<file path="src/rtl/mdu_pkg.sv">
// mdu_pkg: shared op and FSM state encodings for the multiply/divide unit.
// Optional feature macro used by the unit: MDU_DIV_EN (builds the divider).
package mdu_pkg;

  typedef enum logic [2:0] {
    MDU_MULT  = 3'b000,
    MDU_MULTU = 3'b001,
    MDU_DIV   = 3'b010,
    MDU_DIVU  = 3'b011,
    MDU_MTHI  = 3'b100,
    MDU_MTLO  = 3'b101
  } op_t;

  typedef enum logic [1:0] {
    S_IDLE = 2'd0,
    S_CALC = 2'd1,
    S_DONE = 2'd2
  } state_t;

endpackage

</file>
<file path="src/rtl/mdu_if.sv">
// mdu_if: request/response handshake bundle between the EX stage and the MDU.
//   master (pipeline): drives in_valid, op, A, B, out_ready
//   slave  (mdu_unit): drives in_ready, out_valid, res_hi, res_lo, err
interface mdu_if #(
  parameter int DATA_WIDTH = 32
);
  logic                  in_valid;
  logic                  in_ready;
  logic [2:0]            op;
  logic [DATA_WIDTH-1:0] A;
  logic [DATA_WIDTH-1:0] B;
  logic                  out_valid;
  logic                  out_ready;
  logic [DATA_WIDTH-1:0] res_hi;
  logic [DATA_WIDTH-1:0] res_lo;
  logic                  err;

  modport master (
    output in_valid, op, A, B, out_ready,
    input  in_ready, out_valid, res_hi, res_lo, err
  );

  modport slave (
    input  in_valid, op, A, B, out_ready,
    output in_ready, out_valid, res_hi, res_lo, err
  );
endinterface

</file>
<file path="src/rtl/mdu_div_step.sv">
// mdu_div_step: combinational single-bit restoring division step.
//   rem, quot, divisor : current partial remainder, dividend/quotient shift
//                        register, divisor magnitude
//   rem_next, quot_next: values after shifting in quot's MSB and one trial
//                        subtraction; the quotient bit enters at quot_next[0]
module mdu_div_step #(
  parameter int DATA_WIDTH = 32
) (
  input  logic [DATA_WIDTH-1:0] rem,
  input  logic [DATA_WIDTH-1:0] quot,
  input  logic [DATA_WIDTH-1:0] divisor,
  output logic [DATA_WIDTH-1:0] rem_next,
  output logic [DATA_WIDTH-1:0] quot_next
);
  logic [DATA_WIDTH:0] shifted;
  logic [DATA_WIDTH:0] diff;
  logic                fits;

  // rem < divisor always holds, so shifted < 2*divisor fits in W+1 bits and
  // a negative trial difference is flagged by its top bit alone.
  always_comb begin
    shifted   = {rem, quot[DATA_WIDTH-1]};
    diff      = shifted - {1'b0, divisor};
    fits      = ~diff[DATA_WIDTH];
    rem_next  = fits ? diff[DATA_WIDTH-1:0] : shifted[DATA_WIDTH-1:0];
    quot_next = {quot[DATA_WIDTH-2:0], fits};
  end
endmodule

</file>
<file path="src/rtl/mdu_unit.sv">
// mdu_unit: multi-cycle multiply/divide unit with architectural HI/LO.
//   MULT/MULTU: shift-add, one bit per cycle; DIV/DIVU: restoring, one bit
//   per cycle (only when MDU_DIV_EN is defined; otherwise DIV/DIVU return
//   err=1 with zero results after one cycle). MTHI/MTLO write HI/LO directly.
// Ports:
//   clk, rst  : clock (rising edge), synchronous active-high reset
//   flush     : abort any operation, discard result, HI/LO untouched
//   bus       : mdu_if.slave request/response handshake
//   hi, lo    : architectural HI/LO registers, written only at the output
//               handshake or by MTHI/MTLO
module mdu_unit
  import mdu_pkg::*;
#(
  parameter int DATA_WIDTH = 32,
  parameter int CNT_W      = $clog2(DATA_WIDTH) + 1
) (
  input  logic                  clk,
  input  logic                  rst,
  input  logic                  flush,
  mdu_if.slave                  bus,
  output logic [DATA_WIDTH-1:0] hi,
  output logic [DATA_WIDTH-1:0] lo
);
  localparam int W = DATA_WIDTH;
  localparam logic [CNT_W-1:0] LAST = CNT_W'(DATA_WIDTH);

  state_t         state, state_next;
  logic [CNT_W-1:0] count;
  logic [W-1:0]   acc_hi, acc_lo, operand;
  logic           neg_q;
  logic           short_path;
  logic           out_valid_q, err_q;
  logic [W-1:0]   res_hi_q, res_lo_q;

  logic           accept, step, finish, commit;
  logic           is_mul, is_div, signed_op, a_neg, b_neg;
  logic [W-1:0]   a_mag, b_mag;
  logic [W:0]     mul_sum;
  logic [2*W-1:0] prod_fix;

`ifdef MDU_DIV_EN
  logic           op_div, neg_r;
  logic [W-1:0]   div_rem, div_quot;
  logic [W-1:0]   q_fix, r_fix;

  mdu_div_step #(.DATA_WIDTH(W)) u_div_step (
    .rem      (acc_hi),
    .quot     (acc_lo),
    .divisor  (operand),
    .rem_next (div_rem),
    .quot_next(div_quot)
  );
`endif

  assign bus.out_valid = out_valid_q;
  assign bus.err       = err_q;
  assign bus.res_hi    = res_hi_q;
  assign bus.res_lo    = res_lo_q;

  // Operand decode and magnitudes
  always_comb begin
    is_mul    = (bus.op == MDU_MULT) || (bus.op == MDU_MULTU);
    is_div    = (bus.op == MDU_DIV)  || (bus.op == MDU_DIVU);
    signed_op = (bus.op == MDU_MULT) || (bus.op == MDU_DIV);
    a_neg     = signed_op & bus.A[W-1];
    b_neg     = signed_op & bus.B[W-1];
    a_mag     = a_neg ? (~bus.A + 1'b1) : bus.A;
    b_mag     = b_neg ? (~bus.B + 1'b1) : bus.B;
  end

  // Datapath combinational helpers
  always_comb begin
    mul_sum  = {1'b0, acc_hi} + {1'b0, (acc_lo[0] ? operand : {W{1'b0}})};
    prod_fix = neg_q ? (~{acc_hi, acc_lo} + 1'b1) : {acc_hi, acc_lo};
`ifdef MDU_DIV_EN
    q_fix    = neg_q ? (~acc_lo + 1'b1) : acc_lo;
    r_fix    = neg_r ? (~acc_hi + 1'b1) : acc_hi;
`endif
  end

  // FSM state register
  always_ff @(posedge clk) begin
    if (rst) state <= S_IDLE;
    else     state <= state_next;
  end

  // FSM next-state and control strobes; flush overrides everything
  always_comb begin
    state_next   = state;
    accept       = 1'b0;
    step         = 1'b0;
    finish       = 1'b0;
    commit       = 1'b0;
    bus.in_ready = (state == S_IDLE) && !flush;
    case (state)
      S_IDLE: begin
        if (bus.in_valid && !flush) begin
          accept = 1'b1;
          if (is_mul || is_div) state_next = S_CALC;
        end
      end
      S_CALC: begin
        if (count == LAST) begin
          finish     = 1'b1;
          state_next = S_DONE;
        end else begin
          step = 1'b1;
        end
      end
      S_DONE: begin
        if (out_valid_q && bus.out_ready) begin
          commit     = 1'b1;
          state_next = S_IDLE;
        end
      end
      default: state_next = S_IDLE;
    endcase
    if (flush) begin
      state_next = S_IDLE;
      accept     = 1'b0;
      step       = 1'b0;
      finish     = 1'b0;
      commit     = 1'b0;
    end
  end

  // Datapath, result and HI/LO registers
  always_ff @(posedge clk) begin
    if (rst) begin
      count       <= '0;
      acc_hi      <= '0;
      acc_lo      <= '0;
      operand     <= '0;
      neg_q       <= 1'b0;
      short_path  <= 1'b0;
      out_valid_q <= 1'b0;
      err_q       <= 1'b0;
      res_hi_q    <= '0;
      res_lo_q    <= '0;
      hi          <= '0;
      lo          <= '0;
`ifdef MDU_DIV_EN
      op_div      <= 1'b0;
      neg_r       <= 1'b0;
`endif
    end else begin
      if (accept && is_mul) begin
        count      <= '0;
        acc_hi     <= '0;
        acc_lo     <= b_mag;
        operand    <= a_mag;
        neg_q      <= a_neg ^ b_neg;
        short_path <= 1'b0;
`ifdef MDU_DIV_EN
        op_div     <= 1'b0;
`endif
      end

      // Divide-by-zero and compiled-out divide enter CALC with the counter
      // already exhausted, so the next edge produces the result.
      if (accept && is_div) begin
`ifdef MDU_DIV_EN
        op_div <= 1'b1;
        if (bus.B == '0) begin
          short_path <= 1'b1;
          count      <= LAST;
          acc_hi     <= bus.A;
        end else begin
          short_path <= 1'b0;
          count      <= '0;
          acc_hi     <= '0;
          acc_lo     <= a_mag;
          operand    <= b_mag;
          neg_q      <= a_neg ^ b_neg;
          neg_r      <= a_neg;
        end
`else
        short_path <= 1'b1;
        count      <= LAST;
`endif
      end

      if (accept && (bus.op == MDU_MTHI)) hi <= bus.A;
      if (accept && (bus.op == MDU_MTLO)) lo <= bus.A;

      if (step) begin
        count <= count + 1'b1;
`ifdef MDU_DIV_EN
        if (op_div) begin
          acc_hi <= div_rem;
          acc_lo <= div_quot;
        end else
`endif
        begin
          acc_hi <= mul_sum[W:1];
          acc_lo <= {mul_sum[0], acc_lo[W-1:1]};
        end
      end

      if (finish) begin
        out_valid_q <= 1'b1;
        if (short_path) begin
          err_q <= 1'b1;
`ifdef MDU_DIV_EN
          res_hi_q <= acc_hi;
          res_lo_q <= '1;
`else
          res_hi_q <= '0;
          res_lo_q <= '0;
`endif
        end else begin
          err_q <= 1'b0;
`ifdef MDU_DIV_EN
          if (op_div) begin
            res_hi_q <= r_fix;
            res_lo_q <= q_fix;
          end else
`endif
          begin
            res_hi_q <= prod_fix[2*W-1:W];
            res_lo_q <= prod_fix[W-1:0];
          end
        end
      end

      if (commit) begin
        hi          <= res_hi_q;
        lo          <= res_lo_q;
        out_valid_q <= 1'b0;
        err_q       <= 1'b0;
      end

      if (flush) begin
        out_valid_q <= 1'b0;
        err_q       <= 1'b0;
      end
    end
  end
endmodule

</file>
<file path="src/flat_wrapper.sv">
// flat-port wrapper written by rule: the top's interface ports become plain ports
module mdu_unit_flat import mdu_pkg::*;
#(
  parameter int DATA_WIDTH = 32,
  parameter int CNT_W      = $clog2(DATA_WIDTH) + 1
)
  (clk, rst, flush, hi, lo, bus_in_valid, bus_op, bus_A, bus_B, bus_out_ready, bus_in_ready, bus_out_valid, bus_res_hi, bus_res_lo, bus_err);
  mdu_if #(.DATA_WIDTH(DATA_WIDTH)) bus_i ();
  input  logic clk;
  input  logic rst;
  input  logic flush;
  output logic [DATA_WIDTH-1:0] hi;
  output logic [DATA_WIDTH-1:0] lo;
  input wire logic [$bits(bus_i.in_valid)-1:0] bus_in_valid;
  input wire logic [$bits(bus_i.op)-1:0] bus_op;
  input wire logic [$bits(bus_i.A)-1:0] bus_A;
  input wire logic [$bits(bus_i.B)-1:0] bus_B;
  input wire logic [$bits(bus_i.out_ready)-1:0] bus_out_ready;
  output wire logic [$bits(bus_i.in_ready)-1:0] bus_in_ready;
  output wire logic [$bits(bus_i.out_valid)-1:0] bus_out_valid;
  output wire logic [$bits(bus_i.res_hi)-1:0] bus_res_hi;
  output wire logic [$bits(bus_i.res_lo)-1:0] bus_res_lo;
  output wire logic [$bits(bus_i.err)-1:0] bus_err;
  assign bus_i.in_valid = bus_in_valid;
  assign bus_i.op = bus_op;
  assign bus_i.A = bus_A;
  assign bus_i.B = bus_B;
  assign bus_i.out_ready = bus_out_ready;
  assign bus_in_ready = bus_i.in_ready;
  assign bus_out_valid = bus_i.out_valid;
  assign bus_res_hi = bus_i.res_hi;
  assign bus_res_lo = bus_i.res_lo;
  assign bus_err = bus_i.err;
  mdu_unit #(.DATA_WIDTH(DATA_WIDTH), .CNT_W(CNT_W)) u_core (.clk(clk), .rst(rst), .flush(flush), .bus(bus_i), .hi(hi), .lo(lo));
endmodule
</file>
<file path="config.mk">
export PLATFORM = sky130hd
export DESIGN_NAME = mdu_unit_flat
export DESIGN_NICKNAME = d
export VERILOG_FILES = /design/src/rtl/mdu_pkg.sv /design/src/rtl/mdu_if.sv /design/src/rtl/mdu_div_step.sv /design/src/rtl/mdu_unit.sv /design/src/flat_wrapper.sv
export SDC_FILE = /design/constraint.sdc
export NUM_CORES = 1
export LEC_CHECK = 0
export ABC_AREA = 1
export BUFFER_PORTS_ARGS = -buffer_cell sky130_fd_sc_hd__buf_4
export CELL_PAD_IN_SITES_DETAIL_PLACEMENT = 0
export CELL_PAD_IN_SITES_GLOBAL_PLACEMENT = 1
export CORE_ASPECT_RATIO = 1.75
export CORE_MARGIN = 2
export CORE_UTILIZATION = 40
export CTS_CLUSTER_SIZE = 10
export DETAILED_ROUTE_END_ITERATION = 10
export PLACE_DENSITY_LB_ADDON = 0.1
export SYNTH_ARGS = -nofsm -noshare
export SYNTH_HDL_FRONTEND = slang
export SYNTH_HIERARCHICAL = 1
export SYNTH_SLANG_ARGS = --single-unit
</file>
<file path="constraint.sdc">
create_clock -name clk -period 5.9 [get_ports clk]
set_clock_uncertainty 0.1 [all_clocks]
set_input_delay 0.295 -clock clk [delete_from_list [all_inputs] [get_ports clk]]
set_output_delay 0.295 -clock clk [all_outputs]
set_load 0.01 [all_outputs]
</file>
==> results.sh, run 1 <==
export IMPL_ys_warn_count=6
export IMPL_synth_top_flop_cell="dfxtp_1"
export IMPL_total_power_mw=3.58
export IMPL_antennaDiodeCount=0
export IMPL_grt_use_met2_pct=64.5
export IMPL_synth_edf_count=0
export IMPL_drtAntennaViolNets=0
export IMPL_dp_cells=3258
export IMPL_final_hold_viol_count=0
export IMPL_cpMaxStageDelayCell="nor2_4"
export IMPL_track_usage_pct=34.5
export IMPL_whs_ns=0.0119
export IMPL_synthDistinctLibCells=42
export IMPL_worstSetupStartpointType="flip-flop"
export IMPL_die_y_um=266
export IMPL_die_area_mm2=0.0410
export IMPL_cts_root_buf="clkbuf_16"
export IMPL_p_leak_nw=9.08
export IMPL_syn_instance_count=2656
export IMPL_die_width_um=154
export IMPL_drt_total_wl_um=71300
export IMPL_max_stage_delay_ns=1.02
export IMPL_crit_path_end_kind="flip-flop"
export IMPL_p_sw_uw=985
export IMPL_grt_pass1_wl_um=107000
export IMPL_ys_async_sr_fraction_pct=0
export IMPL_vias=17900
export IMPL_via_per_inst=5.41
export IMPL_synth_top_area_share_pct=30.0
export IMPL_swShare_pct=27.5
export IMPL_finalInstanceArea_mm2=0.0184
export IMPL_hpwl_um=57700
export IMPL_cts_made_buffers=28
export IMPL_ctsLongestPathBuffers=3
export IMPL_start_util_pct=40.3
export IMPL_hold_class="in -> reg"
export IMPL_holdBufCountCts=13
export IMPL_status="finished, final reports clean"
export IMPL_antenna_found_initial=0
export IMPL_power_share_sequential_pct=45.8
export IMPL_rrSetupSlack_ns=2.59
export IMPL_powerDensity_mw_per_mm2=195
export IMPL_path_max_fanout=66
export IMPL_fin_crit_sh_pct=56.1
export IMPL_numPortBuffers=202
export IMPL_final_cell_mix="918 x nand2_1, 338 x inv_1, 261 x nor2_1"
export IMPL_clk_latency_ns=0.57
export IMPL_crit_arrival_ns=3.69
export IMPL_rows=96
export IMPL_worst_slew_margin_rel_pct=15.4
export IMPL_yosys_area_top_type="dfxtp_1"
export IMPL_tns_ns=0
export IMPL_dpl_cell_area_mm2=0.0175
export IMPL_clock_fmax_mhz=302
export IMPL_drtPass1Iterations=8
export IMPL_maxCapViolCount=0
export IMPL_crit_chain="inv_1 > ha_1 > nand3_1 > inv_2 > nand2_2 > buf_4 > nor2_4 > inv_2 > a21oi_1 > o21ai_0 > a21oi_1"
export IMPL_overflow=0
export IMPL_ys_seq_elements=236
export IMPL_setup_ws_ns=2.59
export IMPL_grtUsageMet3_pct=3.95
export IMPL_drt_iter0_markers=1305
export IMPL_grt_met1_usage_pct=36.5
export IMPL_cts_clk_slew_worst_paths_ns=0.06
export IMPL_min_period_ns=3.31
export IMPL_path_buf_inv=4
export IMPL_drc_errors=0
export IMPL_fin_cells=3305
export IMPL_power_frac_clock_pct=42.7
export IMPL_syn_to_final_growth_pct=16.7
export IMPL_io_pins=203
export IMPL_crit_type="reg -> reg"
export IMPL_syn_area_mm2=0.0157
export IMPL_core_area_mm2=0.0390
export IMPL_cts_sinks=236
export IMPL_wl_per_cell_um=21.6
export IMPL_cp_top_family="simple AND/OR/NAND/NOR gates"
export IMPL_ir_drop_v=0.000204
export IMPL_ys_seq_area_share_pct=30.0
export IMPL_fin_util_pct=47.0
export IMPL_final_layout_size_suffix_gt1_share_pct=10.7
export IMPL_busiest_layer="met2"
export IMPL_synthTopCellsByArea="dfxtp_1 30%, nand2_1 22%, inv_1 8.1%"
export IMPL_syn_num_nets=2766
export IMPL_worstPathRequired_ns=6.28
export IMPL_slew_violations=0
export IMPL_post_cts_buffers=0
export IMPL_nets=2921
export IMPL_grt_pass1_vias=17300
export IMPL_place_gp_congestion=0.964
export IMPL_rsz0062_at_grt="no"
export IMPL_cts_tree="yes"
export IMPL_grt_max_degree=104
export IMPL_ctsResizeCount=0
export IMPL_h_tree_depth=1
export IMPL_p_int_mw=2.59
export IMPL_syn_avg_cell_area_um2=5.92
export IMPL_power_frac_comb_pct=11.5
export IMPL_worst_slew_pin_slew_ns=1.27
export IMPL_final_common_cell="nand2_1"
export IMPL_finalSetupViolations=0
export IMPL_place_ws_ns=2.64
-- flip-flops by register name, indices dropped and copies added, names as in the netlist --
name and count:
u_core/acc_hi 32, u_core/bus.res_lo 32, u_core/lo 32, u_core/bus.err 1, u_core/bus.res_hi 32, u_core/state 2
u_core/bus.out_valid 1, u_core/hi 32, u_core/count 6, u_core/acc_lo 32, u_core/neg_q 1, u_core/short_path 1
u_core/operand 32
-- tightest hold or removal path, cell delays in order --
cell     delay, ns
buf_4         0.10
nand2_1       0.05
nand3_1       0.08
a31oi_1       0.08
-- layer usage --
layer  up-vias  routed length [µm]
li1       8799                   -
met1      8257               25600
met2       627               36800
met3       188                3700
met4         0                5190
met5         -                   0
-- logic make-up after synthesis --
kind of cell / share of synthesized area, %
AND/OR/NAND/NOR: 38.6
buffers and inverters: 11.5
AO/OA/AOI/OAI: 15.7
flip-flops: 30.0
adder cells (fa/ha/maj): 3.07
XOR/XNOR: 1.11
-- cell usage after synthesis, types with 17 or more instances --
library cell	number
nand2_1	918
inv_1	338
nor2_1	263
dfxtp_1	236
a21oi_1	203
nand3_1	188
o21ai_0	81
a31oi_1	64
buf_2	51
clkbuf_1	40
ha_1	37
nand4_1	35
a22oi_1	18
nand3b_1	17
-- power by group through the flow --
stage               Combinational [mW]  Clock (mW)  Sequential, mW
floorplan                        0.231           0            1.66
global placement                 0.399           0            1.67
detailed placement               0.398           0            1.67
CTS                              0.407        1.56            1.64
global route                     0.448        1.62            1.64
finish                           0.412        1.53            1.64
-- worst paths after layout --
kind                   startpoint                     to  depth (start not counted)
hold / removal           bus_B[7]       u_core/acc_lo[7]                          4
setup reg to reg  u_core/count[0]  u_core/bus.res_lo[14]                         11
hold reg to reg     u_core/hi[28]          u_core/hi[28]                          2
setup / recovery  u_core/count[0]  u_core/bus.res_lo[14]                         11
-- area by class of cell --
class                   instances  area (µm²)
clock buffers                  31         722
clock inverters                 3        31.3
fillers                      4353       20700
inverters                     351        1320
multi-input cells            1966        9200
flip-flops and latches        236        4730
well taps                     490         613
repair buffers                228        1750
(Power assumes the default switching activity.)
==> run 2, diff against run 1 <==
Clock period 5.9 ns to 3.46 ns, I/O delays scaled along.
==> run 2 against run 1 <==
Effect of this change: flip-flop and latch count unchanged; sequential share of layout area shrank 0.91 points; setup slack worse by 2.2 ns; fmax rose by 9.3%; via count up 2.1%; first-iteration DRC count is 0.61% higher; clock power up 78%; clock-buffer cell count increased by 4; global-route usage is 1.0 points higher; wire length is 3.6% higher; highest routed layer unchanged.
==> results.sh, run 2 (synthesis gave the netlist of run 1 again) <==
export IMPL_tns_ns=0
export IMPL_crit_arrival_ns=3.32
export IMPL_crit_type="reg -> reg"
export IMPL_drtAntennaViolNets=0
export IMPL_path_max_fanout=35
export IMPL_clk_latency_ns=0.56
export IMPL_via_per_inst=5.42
export IMPL_antennaDiodeCount=0
export IMPL_start_util_pct=40.3
export IMPL_die_width_um=154
export IMPL_grt_met1_usage_pct=35.6
export IMPL_slew_violations=0
export IMPL_worstSetupStartpointType="flip-flop"
export IMPL_grt_pass1_vias=17700
export IMPL_drtPass1Iterations=6
export IMPL_finalSetupViolations=0
export IMPL_cts_sinks=236
export IMPL_die_area_mm2=0.0410
export IMPL_grt_use_met2_pct=66.2
export IMPL_h_tree_depth=1
export IMPL_final_common_cell="nand2_1"
export IMPL_path_buf_inv=2
export IMPL_numPortBuffers=202
export IMPL_rows=96
export IMPL_nets=2981
export IMPL_power_frac_comb_pct=12.0
export IMPL_cpMaxStageDelayCell="nor2_1"
export IMPL_worst_slew_margin_rel_pct=15.7
export IMPL_place_gp_congestion=0.987
export IMPL_p_leak_nw=9.39
export IMPL_hp_start="bus_B[30]"
export IMPL_ctsLongestPathBuffers=3
export IMPL_maxCapViolCount=0
export IMPL_r2r_start="u_core/acc_lo[0]"
export IMPL_power_share_sequential_pct=44.6
export IMPL_status="finished, final reports clean"
export IMPL_ir_drop_v=0.000326
export IMPL_vias=18300
export IMPL_post_cts_buffers=0
export IMPL_final_cell_mix="918 x nand2_1, 338 x inv_1, 261 x nor2_1"
export IMPL_die_y_um=266
export IMPL_grtUsageMet3_pct=3.87
export IMPL_drc_errors=0
export IMPL_final_hold_viol_count=0
export IMPL_whs_ns=0.00269
export IMPL_grt_max_degree=192
export IMPL_track_usage_pct=35.5
export IMPL_max_stage_delay_ns=0.47
export IMPL_holdBufCountCts=60
export IMPL_cp_top_family="simple AND/OR/NAND/NOR gates"
export IMPL_p_int_mw=4.58
export IMPL_worstPathRequired_ns=3.75
export IMPL_swShare_pct=26.9
export IMPL_ctsResizeCount=0
export IMPL_antenna_found_initial=0
export IMPL_clock_fmax_mhz=330
export IMPL_cts_made_buffers=28
export IMPL_final_layout_size_suffix_gt1_share_pct=10.9
export IMPL_rsz0062_at_grt="no"
export IMPL_overflow=0
export IMPL_busiest_layer="met2"
export IMPL_wl_per_cell_um=21.9
export IMPL_io_pins=203
export IMPL_worst_slew_pin_slew_ns=1.26
export IMPL_power_frac_clock_pct=43.4
export IMPL_syn_to_final_growth_pct=20.9
export IMPL_powerDensity_mw_per_mm2=330
export IMPL_fin_crit_sh_pct=87.5
export IMPL_critPathLaunch="u_core/acc_lo[0]"
export IMPL_fin_util_pct=48.7
export IMPL_cts_tree="yes"
export IMPL_crit_top_cell="nand2_1"
export IMPL_hpwl_um=59600
export IMPL_core_area_mm2=0.0390
export IMPL_cts_clk_slew_worst_paths_ns=0.06
export IMPL_grt_pass1_wl_um=108000
export IMPL_drt_total_wl_um=73800
export IMPL_min_period_ns=3.03
export IMPL_nFillCells=4246
export IMPL_crit_path_end_kind="flip-flop"
export IMPL_hold_class="in -> reg"
export IMPL_cts_root_buf="clkbuf_16"
export IMPL_drt_iter0_markers=1313
export IMPL_crit_chain="buf_4 > nand2_1 > inv_1 > ha_1 > nand2_1 > nor2_1 > and3_1 > nand2_1 > nand2_1 > nand2_1 > nand2_1 > nand2_1 > nand3_1 > a21oi_1"
export IMPL_p_sw_mw=1.69
-- run 2: changes by cell type in the layout (fill, tap and decap cells not counted), sizes merged --
cell | before | now
bufinv | 0 | 1
clkinvlp | 2 | 0
buf | 215 | 228
dlygate4sd3 | 13 | 60
clkbuf | 31 | 35
-- run 2: worst min-delay path, cell delays in order --
cell and delay, ns:
buf_4 0.10, nand3_1 0.07, nand3_1 0.18, a21oi_1 0.09
-- run 2: worst paths after layout --
kind              cells past startpoint                 to  slack (ns)
hold reg to reg                       2      u_core/lo[31]        0.37
hold / removal                        4  u_core/acc_lo[30]       0.003
setup / recovery                     14  u_core/acc_hi[22]        0.43
setup reg to reg                     14  u_core/acc_hi[22]        0.43
-- run 2: cell type report --
class,count,area (µm²),area share [%]
tap,490,613,3.22
multi-input combinational,1966,9200,48.3
sequential,236,4730,24.8
clock buffer,35,758,3.98
inverter,351,1320,6.92
timing repair buffer,288,2380,12.5
clock inverter,2,35.0,0.184
-- run 2: routing by layer --
metal,wire (µm),up-vias,part of all wire (%)
met4,6830,0,9.3
met2,37600,681,51
met3,3710,211,5.0
met1,25700,8416,35
li1,-,8945,-
met5,0,-,0
-- run 2: power groups by stage --
| stage | Sequential [mW] | Clock [mW] | Combinational [mW] |
|---|---|---|---|
| 3_5_place_dp | 2.86 | 0 | 0.687 |
| 3_3_place_gp | 2.86 | 0 | 0.685 |
| 4_1_cts | 2.80 | 2.76 | 0.743 |
| 6_report | 2.80 | 2.72 | 0.752 |
| 2_1_floorplan | 2.83 | 0 | 0.394 |
| 5_1_grt | 2.80 | 2.85 | 0.811 |
-- run 2: per-stage QoR --
step	instances	worst slack [ns]	instance area [µm²]	power, mW
detailed placement	3271	0.466	17600	3.54
global placement	3271	0.452	17600	3.54
finish	3368	0.434	19000	6.27
global route	3368	0.293	19000	6.46
CTS	3368	0.451	19000	6.30
floorplan	2656	1.07	15700	3.23
==> run 3, diff against run 2 <==
Settings changed: CORE_UTILIZATION 40 to 41.
==> run 3 against run 2 <==
Effect of this change: clock power is 4% higher; final cell count decreased by 0.18%; first-iteration DRC count grew 7.2%; sequential share of layout area grew 0.065 points; fmax barely moved; worst hold slack improved by 0.029 ns; largest power group is now the clock network.
==> results.sh, run 3 (synthesis gave the netlist of run 1 again) <==
export IMPL_status="finished, final reports clean"
export IMPL_final_common_cell="nand2_1"
export IMPL_numPortBuffers=202
export IMPL_die_width_um=152
export IMPL_hp_start="bus_A[25]"
export IMPL_reg2reg_depth=14
export IMPL_grt_max_degree=196
export IMPL_crit_path_end_kind="flip-flop"
export IMPL_cpMaxStageDelayCell="dlygate4sd3_1"
export IMPL_rows=95
export IMPL_die_area_mm2=0.0400
export IMPL_drt_total_wl_um=74100
export IMPL_drc_errors=0
export IMPL_whs_ns=0.0316
export IMPL_cts_sinks=236
export IMPL_clock_fmax_mhz=330
export IMPL_path_max_fanout=18
export IMPL_ir_drop_v=0.000374
export IMPL_dp_cells=3266
export IMPL_nets=2977
export IMPL_slew_violations=0
export IMPL_cts_made_buffers=29
export IMPL_clk_latency_ns=0.55
export IMPL_grt_pass1_wl_um=109000
export IMPL_worstPathRequired_ns=3.85
export IMPL_crit_chain="dlygate4sd3_1 > buf_4 > nor2_1 > nand2_2 > buf_4 > inv_1 > nand4_1 > dlygate4sd3_1 > a21oi_1 > dlygate4sd3_1"
export IMPL_track_usage_pct=35.8
export IMPL_cts_clk_slew_worst_paths_ns=0.06
export IMPL_crit_top_cell="dlygate4sd3_1"
export IMPL_tns_ns=0
export IMPL_finalSetupViolations=0
export IMPL_powerDensity_mw_per_mm2=335
export IMPL_vias=18300
export IMPL_cts_root_buf="clkbuf_16"
export IMPL_min_period_ns=3.03
export IMPL_hold_path_depth=5
export IMPL_worstSetupStartpointType="primary input"
export IMPL_crit_arrival_ns=3.42
export IMPL_drtPass1Iterations=7
export IMPL_crit_type="in -> reg"
export IMPL_cp_top_family="buffers and inverters"
export IMPL_path_buf_inv=6
export IMPL_ctsLongestPathBuffers=3
export IMPL_syn_to_final_growth_pct=20.6
export IMPL_ctsResizeCount=0
export IMPL_fin_crit_sh_pct=87.5
export IMPL_final_layout_size_suffix_gt1_share_pct=11.1
export IMPL_drtAntennaViolNets=0
export IMPL_h_tree_depth=1
export IMPL_start_util_pct=41.2
export IMPL_place_gp_congestion=1.02
export IMPL_r2r_end="u_core/acc_hi[22]"
export IMPL_min_to="u_core/operand[25]"
export IMPL_r2r_start="u_core/acc_lo[0]"
export IMPL_wl_per_cell_um=22.0
export IMPL_hold_class="in -> reg"
export IMPL_total_power_mw=6.36
export IMPL_fin_cells=3362
export IMPL_maxCapViolCount=0
export IMPL_grt_pass1_vias=17700
export IMPL_overflow=0
export IMPL_rrSetupSlack_ns=0.56
export IMPL_via_per_inst=5.45
export IMPL_final_cell_mix="918 x nand2_1, 338 x inv_1, 261 x nor2_1"
export IMPL_cts_tree="yes"
export IMPL_antenna_found_initial=0
export IMPL_final_hold_viol_count=0
export IMPL_core_area_mm2=0.0382
export IMPL_rsz0062_at_grt="no"
export IMPL_p_leak_nw=9.38
export IMPL_io_pins=203
export IMPL_worst_slew_pin_slew_ns=1.22
export IMPL_drt_iter0_markers=1408
export IMPL_worst_slew_margin_rel_pct=18.8
export IMPL_die_y_um=263
export IMPL_hpwl_um=59000
export IMPL_max_stage_delay_ns=0.60
==> run 3: cell count changes in the layout (fill, tap and decap cells not counted) <==
| cell | previous run | this run |
|---|---|---|
| inv_6 | 0 | 1 |
| clkbuf_1 | 5 | 3 |
| diode_2 | 0 | 1 |
| clkinvlp_4 | 0 | 1 |
| buf_12 | 5 | 2 |
| buf_4 | 222 | 225 |
| dlygate4sd3_1 | 60 | 55 |
| clkbuf_8 | 1 | 3 |
| clkinv_2 | 1 | 2 |
==> run 3: stage by stage <==
| step | worst slack [ns] | utilization [%] | area, µm² |
|---|---|---|---|
| after detailed placement | 0.613 | 46.1 | 17600 |
| after CTS | 0.488 | 49.7 | 19000 |
| after global placement | 0.597 | 46.1 | 17600 |
| after floorplan | 1.07 | - | 15700 |
| after global routing | 0.291 | 49.7 | 19000 |
| final | 0.434 | 49.7 | 19000 |
==> run 3: layout make-up <==
class,count,area [µm²]
fill,4122,19200
multi-input combinational,1966,9200
clock inverter,5,56.3
inverter,351,1320
antenna,1,2.50
sequential,236,4730
timing repair buffer,283,2290
tap,485,607
clock buffer,35,778
==> run 3: report_power, final <==
part	internal, mW	switching (mW)
Sequential	2.75	0.0502
Clock	1.63	1.18
Combinational	0.249	0.491
==> run 3: what timing repair did <==
action                                  4_1_cts  5_1_grt
hold buffers                                 55        0
endpoints found under the hold margin        58        0
endpoints found under the setup margin        0        0
setup buffers                                 0        0
==> run 3: worst max-delay path by stage <==
stage                           from                 end  slack (ns)  cells past startpoint
CTS                        bus_op[2]  u_core/operand[31]        0.49                     10
floorplan           u_core/acc_lo[0]   u_core/acc_hi[31]        1.07                     18
detailed placement  u_core/acc_lo[0]   u_core/acc_hi[22]        0.61                     14
global route               bus_op[2]  u_core/operand[31]        0.29                     10
global placement    u_core/acc_lo[0]   u_core/acc_hi[22]        0.60                     14
finish                     bus_op[2]  u_core/operand[31]        0.43                     10
==> run 3: layer usage <==
layer	global-route usage (%)	part of all wire, %
met1	37.2	36
met2	65.8	51
met3	3.98	4.8
met4	26.2	9.1
met5	0	0
==> run 3: tightest hold or removal path, cell delays in order <==
cell	delay [ns]
buf_4	0.10
o211ai_1	0.09
nand3_1	0.18
nand2_1	0.07
inv_1	0.04
